==> src/rtl/hazard_pkg.sv <==
// Shared types for the pipeline hazard controller: FSM state codes and the
// 2-bit active-hazard cause encoding that the debug trace also decodes.
package hazard_pkg;

  typedef logic [1:0] state_t;

  localparam state_t ST_RUN      = 2'd0;
  localparam state_t ST_MEM_WAIT = 2'd1;
  localparam state_t ST_ERROR    = 2'd2;

  typedef enum logic [1:0] {
    CAUSE_NONE    = 2'd0,
    CAUSE_MEM     = 2'd1,
    CAUSE_BRANCH  = 2'd2,
    CAUSE_LOADUSE = 2'd3
  } cause_t;

  // Branch beats load-use; the caller has already ruled out a busy memory.
  function automatic cause_t pick_cause(input logic branch, input logic load_use);
    if (branch) begin
      return CAUSE_BRANCH;
    end else if (load_use) begin
      return CAUSE_LOADUSE;
    end
    return CAUSE_NONE;
  endfunction

endpackage

==> src/rtl/hazard_mem_watchdog.sv <==
// Data-memory watchdog: counts frozen cycles of one outstanding access and
// pulses expire_o on the cycle whose edge would reach TIMEOUT.
module hazard_mem_watchdog #(
  parameter int TIMEOUT = 64
) (
  input  logic clk,
  input  logic rst,
  input  logic clr_i,
  input  logic load_i,
  input  logic inc_i,
  output logic expire_o
);

  localparam int WD_W = $clog2(TIMEOUT + 1);
  localparam logic [WD_W-1:0] LAST = WD_W'(TIMEOUT - 1);

  logic [WD_W-1:0] cnt_q, cnt_d;

  always_comb begin
    cnt_d = cnt_q;
    if (clr_i) begin
      cnt_d = '0;
    end else if (load_i) begin
      cnt_d = WD_W'(1);
    end else if (inc_i) begin
      cnt_d = cnt_q + WD_W'(1);
    end
  end

  always_ff @(posedge clk) begin
    if (rst) begin
      cnt_q <= '0;
    end else begin
      cnt_q <= cnt_d;
    end
  end

  assign expire_o = inc_i & (cnt_q == LAST);

endmodule

==> src/rtl/hazard_ctrl.sv <==
// Hazard controller for the 5-stage core: load-use stall, taken-branch flush,
// memory-wait freeze with watchdog. Optional stall counter: HAZARD_PERF_CNT_EN.
module hazard_ctrl
  import hazard_pkg::*;
#(
  parameter int REG_W   = 5,
  parameter int TIMEOUT = 64,
  parameter int CNT_W   = 32
) (
  input  logic             clk,
  input  logic             rst,
  input  logic [REG_W-1:0] rs1_IF_ID,
  input  logic [REG_W-1:0] rs2_IF_ID,
  input  logic [REG_W-1:0] rd_ID_EX,
  input  logic             mem_read_ID_EX,
  input  logic             branch_taken_EX_MEM,
  input  logic             dmem_req,
  input  logic             dmem_ready,
  output logic             pc_write,
  output logic             if_id_write,
  output logic             if_id_flush,
  output logic             id_ex_flush,
  output logic             pipe_freeze,
  output logic             mem_timeout,
  output logic [CNT_W-1:0] stall_cnt
);

  state_t state_q, state_d;
  cause_t cause;
  logic   load_use, mem_busy;
  logic   wd_load, wd_inc, wd_clr, wd_expire;

  assign load_use = mem_read_ID_EX & (rd_ID_EX != '0) &
                    ((rd_ID_EX == rs1_IF_ID) | (rd_ID_EX == rs2_IF_ID));
  assign mem_busy = dmem_req & ~dmem_ready;

  // Kept outside the FSM block so the expiry compare does not loop through it.
  assign wd_load = (state_q == ST_RUN) & mem_busy;
  assign wd_inc  = (state_q == ST_MEM_WAIT) & ~dmem_ready;
  assign wd_clr  = (state_d == ST_RUN);

  hazard_mem_watchdog #(
    .TIMEOUT (TIMEOUT)
  ) u_watchdog (
    .clk      (clk),
    .rst      (rst),
    .clr_i    (wd_clr),
    .load_i   (wd_load),
    .inc_i    (wd_inc),
    .expire_o (wd_expire)
  );

  always_comb begin
    state_d = state_q;
    cause   = CAUSE_NONE;
    case (state_q)
      ST_RUN: begin
        if (mem_busy) begin
          cause   = CAUSE_MEM;
          state_d = ST_MEM_WAIT;
        end else begin
          cause = pick_cause(branch_taken_EX_MEM, load_use);
        end
      end
      ST_MEM_WAIT: begin
        if (!dmem_ready) begin
          cause   = CAUSE_MEM;
          state_d = wd_expire ? ST_ERROR : ST_MEM_WAIT;
        end else begin
          cause   = pick_cause(branch_taken_EX_MEM, load_use);
          state_d = ST_RUN;
        end
      end
      ST_ERROR: begin
        cause = CAUSE_MEM;
      end
      default: begin
        state_d = ST_RUN;
      end
    endcase
  end

  always_ff @(posedge clk) begin
    if (rst) begin
      state_q <= ST_RUN;
    end else begin
      state_q <= state_d;
    end
  end

  always_comb begin
    pc_write    = 1'b1;
    if_id_write = 1'b1;
    if_id_flush = 1'b0;
    id_ex_flush = 1'b0;
    pipe_freeze = 1'b0;
    mem_timeout = 1'b0;
    if (rst) begin
      pc_write    = 1'b0;
      if_id_write = 1'b0;
      if_id_flush = 1'b1;
      id_ex_flush = 1'b1;
    end else begin
      mem_timeout = (state_q == ST_ERROR);
      case (cause)
        CAUSE_MEM: begin
          pc_write    = 1'b0;
          if_id_write = 1'b0;
          pipe_freeze = 1'b1;
        end
        CAUSE_BRANCH: begin
          if_id_flush = 1'b1;
          id_ex_flush = 1'b1;
        end
        CAUSE_LOADUSE: begin
          pc_write    = 1'b0;
          if_id_write = 1'b0;
          id_ex_flush = 1'b1;
        end
        default: ;
      endcase
    end
  end

`ifdef HAZARD_PERF_CNT_EN
  logic [CNT_W-1:0] stall_cnt_q, stall_cnt_d;

  always_comb begin
    stall_cnt_d = stall_cnt_q;
    if (!pc_write && (stall_cnt_q != '1)) begin
      stall_cnt_d = stall_cnt_q + CNT_W'(1);
    end
  end

  always_ff @(posedge clk) begin
    if (rst) begin
      stall_cnt_q <= '0;
    end else begin
      stall_cnt_q <= stall_cnt_d;
    end
  end

  assign stall_cnt = stall_cnt_q;
`else
  assign stall_cnt = '0;
`endif

endmodule

==> config.mk <==
export PLATFORM = sky130hd
export DESIGN_NAME = hazard_ctrl
export DESIGN_NICKNAME = d
export VERILOG_FILES = /design/src/rtl/hazard_pkg.sv /design/src/rtl/hazard_mem_watchdog.sv /design/src/rtl/hazard_ctrl.sv
export SDC_FILE = /design/constraint.sdc
export NUM_CORES = 1
export LEC_CHECK = 0
export BUFFER_PORTS_ARGS = -buffer_cell sky130_fd_sc_hd__buf_4
export CAP_MARGIN = 20
export CORE_ASPECT_RATIO = 0.9
export CORE_UTILIZATION = 37
export CTS_CLUSTER_SIZE = 40
export DETAILED_ROUTE_END_ITERATION = 8
export PLACE_DENSITY = 0.75
export SLEW_MARGIN = 20
export SYNTH_ARGS = -nofsm -noshare
export SYNTH_HDL_FRONTEND = slang
export SYNTH_SLANG_ARGS = --single-unit
==> constraint.sdc <==
create_clock -name clk -period 1.65 [get_ports clk]
set_clock_uncertainty 0.15 [all_clocks]
set_input_delay 0.33 -clock clk [delete_from_list [all_inputs] [get_ports clk]]
set_output_delay 0.33 -clock clk [all_outputs]
set_load 0.01 [all_outputs]
==> results.ini <==
[outcome]
status=finished with violations
failed_checks=setup timing

[cts]
cts.htree.levels=1
cts_buffers=3
clock_sinks=9
cts_tree=yes
postCtsHoldBufs=0
clkTransAtPathRegs_ns=0.06
cts-root-buf=clkbuf_4
cts_buffer_depth=2
clock_latency_ns=0.25

[synthesis]
ys.flop_type=dfxtp_1
ys_types=30
synth_edf_count=0
synth.area.top_cells=buf_4 (29%), dfxtp_1 (21%), xor2_1 (14%)
synth_top_area_share_pct=28.9
synth_area_um2=857
synthArstFlopShare_pct=0
synth_seq_cells=9
synth_area_leader_cell=buf_4
synth.most_common_cell=buf_4
synth_area_per_cell_um2=8.09
yosysSeqAreaShare_pct=21.0
synth_common_cells=buf_4 (33), xor2_1 (14), nor2_1 (12), dfxtp_1 (9), a21oi_1 (5)
ys.warnings.count=0
netlist_instances=106

[grt]
grt-ovfl-total=0
grt_max_degree=8
grt_use_met3_pct=1.90
grt_pass1_vias=635
grt_first_pass_wirelength_mm=2.37
grt.busiest_layer=met2
grt_usage_pct=13.0
antenna_found_initial=0
met2_usage_pct=26.1
grt_use_met1_pct=12.9

[routing]
wl_per_cell_um=9.30
dr.pass1.iters=4
drc_errors=0
wirelength_mm=1.61
ant_nets=0
viasPerCell=4.37
num_vias=756
drt-initial-drc-count=8

[die]
core_um2=2180
start_util_pct=39.3
num_rows=16
die-area_um2=2510
io_pins=59
die_h_um=47.7
dieWidth_um=52.7

[sta]
period_share_pct=123
maxSlewViolCount=0
rsz0062_at_grt=yes
fmax_mhz=494
setup_viol=4
finalCriticalPeriod_ns=2.02
tns_ns=-1.03
hold_viol_final=0
worst_slack_ns=-0.374

[placed_design]
io_buffer_count=26
hpwl_mm=1.25
dp_slack_ns=-0.396
place_congestion=0.742

[worst_hold_path]
hold_path.startpoint=rst
hold_path_class=in -> reg

[power]
power_w=0.000574
vdd_drop_max_mv=0.243
p_leak_nw=0.546
powerDensity_nw_per_um2=492

[finish]
nFillCells=202
syn_to_final_growth_pct=36.1
finalCoreUtilization_pct=53.4
multiInputGateArea_um2=598
nets=169
antenna_cells=0
drive_gt1_share_pct=38.4
ff_latch_area_um2=185

[worst_setup_path]
path_cells=buf_8 > or4_4 > o21ai_4 > or3_1 > o221a_1 > buf_4
crit_path_start=rd_ID_EX[4]
path_class=in -> out
timing.critical_path.to_type=output port
crit_buf_inv=2
timing.rr.start=state_q[0]
cp_max_fo=2
required_ns=1.17
cp_top_family=simple AND/OR/NAND/NOR gates
cp_slowest_stage_delay_ns=0.54
crit_arrival_ns=1.54
slowest_stage=or4_4
startpoint_type=primary input

[run]
drv_cap=0

-- flip-flops by register name (all words and copies together) (netlist names) --
signal,cells
u_watchdog.cnt_q,7
state_q,2
-- cells by family (layout without fill, tap and decap cells) --
group,count (synthesis),after routing,synth area share [%]
buffers and inverters,36,45,30.2
adder cells (fa/ha/maj),1,1,1.46
XOR/XNOR,15,15,15.3
flip-flops,9,9,21.0
AO/OA/AOI/OAI,11,11,8.90
multiplexers,1,1,1.17
other,1,32,0.438
AND/OR/NAND/NOR,32,32,21.5
-- power breakdown --
group          internal, W  switching [W]
logic            0.0000914      0.0000951
registers         0.000219     0.00000324
clock network    0.0000929      0.0000722
-- per-stage QoR --
step                      std cells  hold slack [ns]  instance area [um2]
after floorplan                 137            0.249                  973
after global placement          165            0.346                 1010
after global routing            173            0.155                 1170
after detailed placement        165            0.359                 1010
after CTS                       173            0.149                 1140
final                           173            0.154                 1170
-- per-layer routing --
metal	vias to the layer above	part of all wire, %
met3	2	7.0
li1	372	-
met5	-	0
met1	343	39
met2	39	53
met4	0	1.2
-- worst paths after layout --
check,end,slack [ns],depth (start not counted)
max reg2reg,u_watchdog.cnt_q[4],0.11,6
min reg2reg,u_watchdog.cnt_q[1],0.38,2
min,u_watchdog.cnt_q[0],0.15,2
max,pc_write,-0.37,6
-- cells in the final DEF, fill, tap and decap left out, drive strengths merged, types with 2 or more instances in the layout --
master / n
clkbuf: 4
nand2: 2
nand4: 3
dfxtp: 9
buf: 38
inv: 3
o21ai: 2
nor3b: 2
a21oi: 5
conb: 32
nor3: 3
xor2: 14
nor2: 12
or4: 3
-- layout make-up --
type                            count  share of cell area (%)
Timing Repair Buffer               38                    26.7
Tap cell                           27                    2.90
Sequential cell                     9                    15.9
Multi-Input combinational cell     92                    51.3
Clock buffer                        4                    2.25
Inverter                            3                   0.966
-- repair_timing --
| action | in CTS | in global routing |
|---|---|---|
| buffers inserted | 5 | 0 |
| pin swaps | 8 | 2 |
| endpoints found under the setup margin | 5 | 10 |
| resized for setup | 16 | 7 |
No activity file was read; power rests on OpenSTA's default activity.
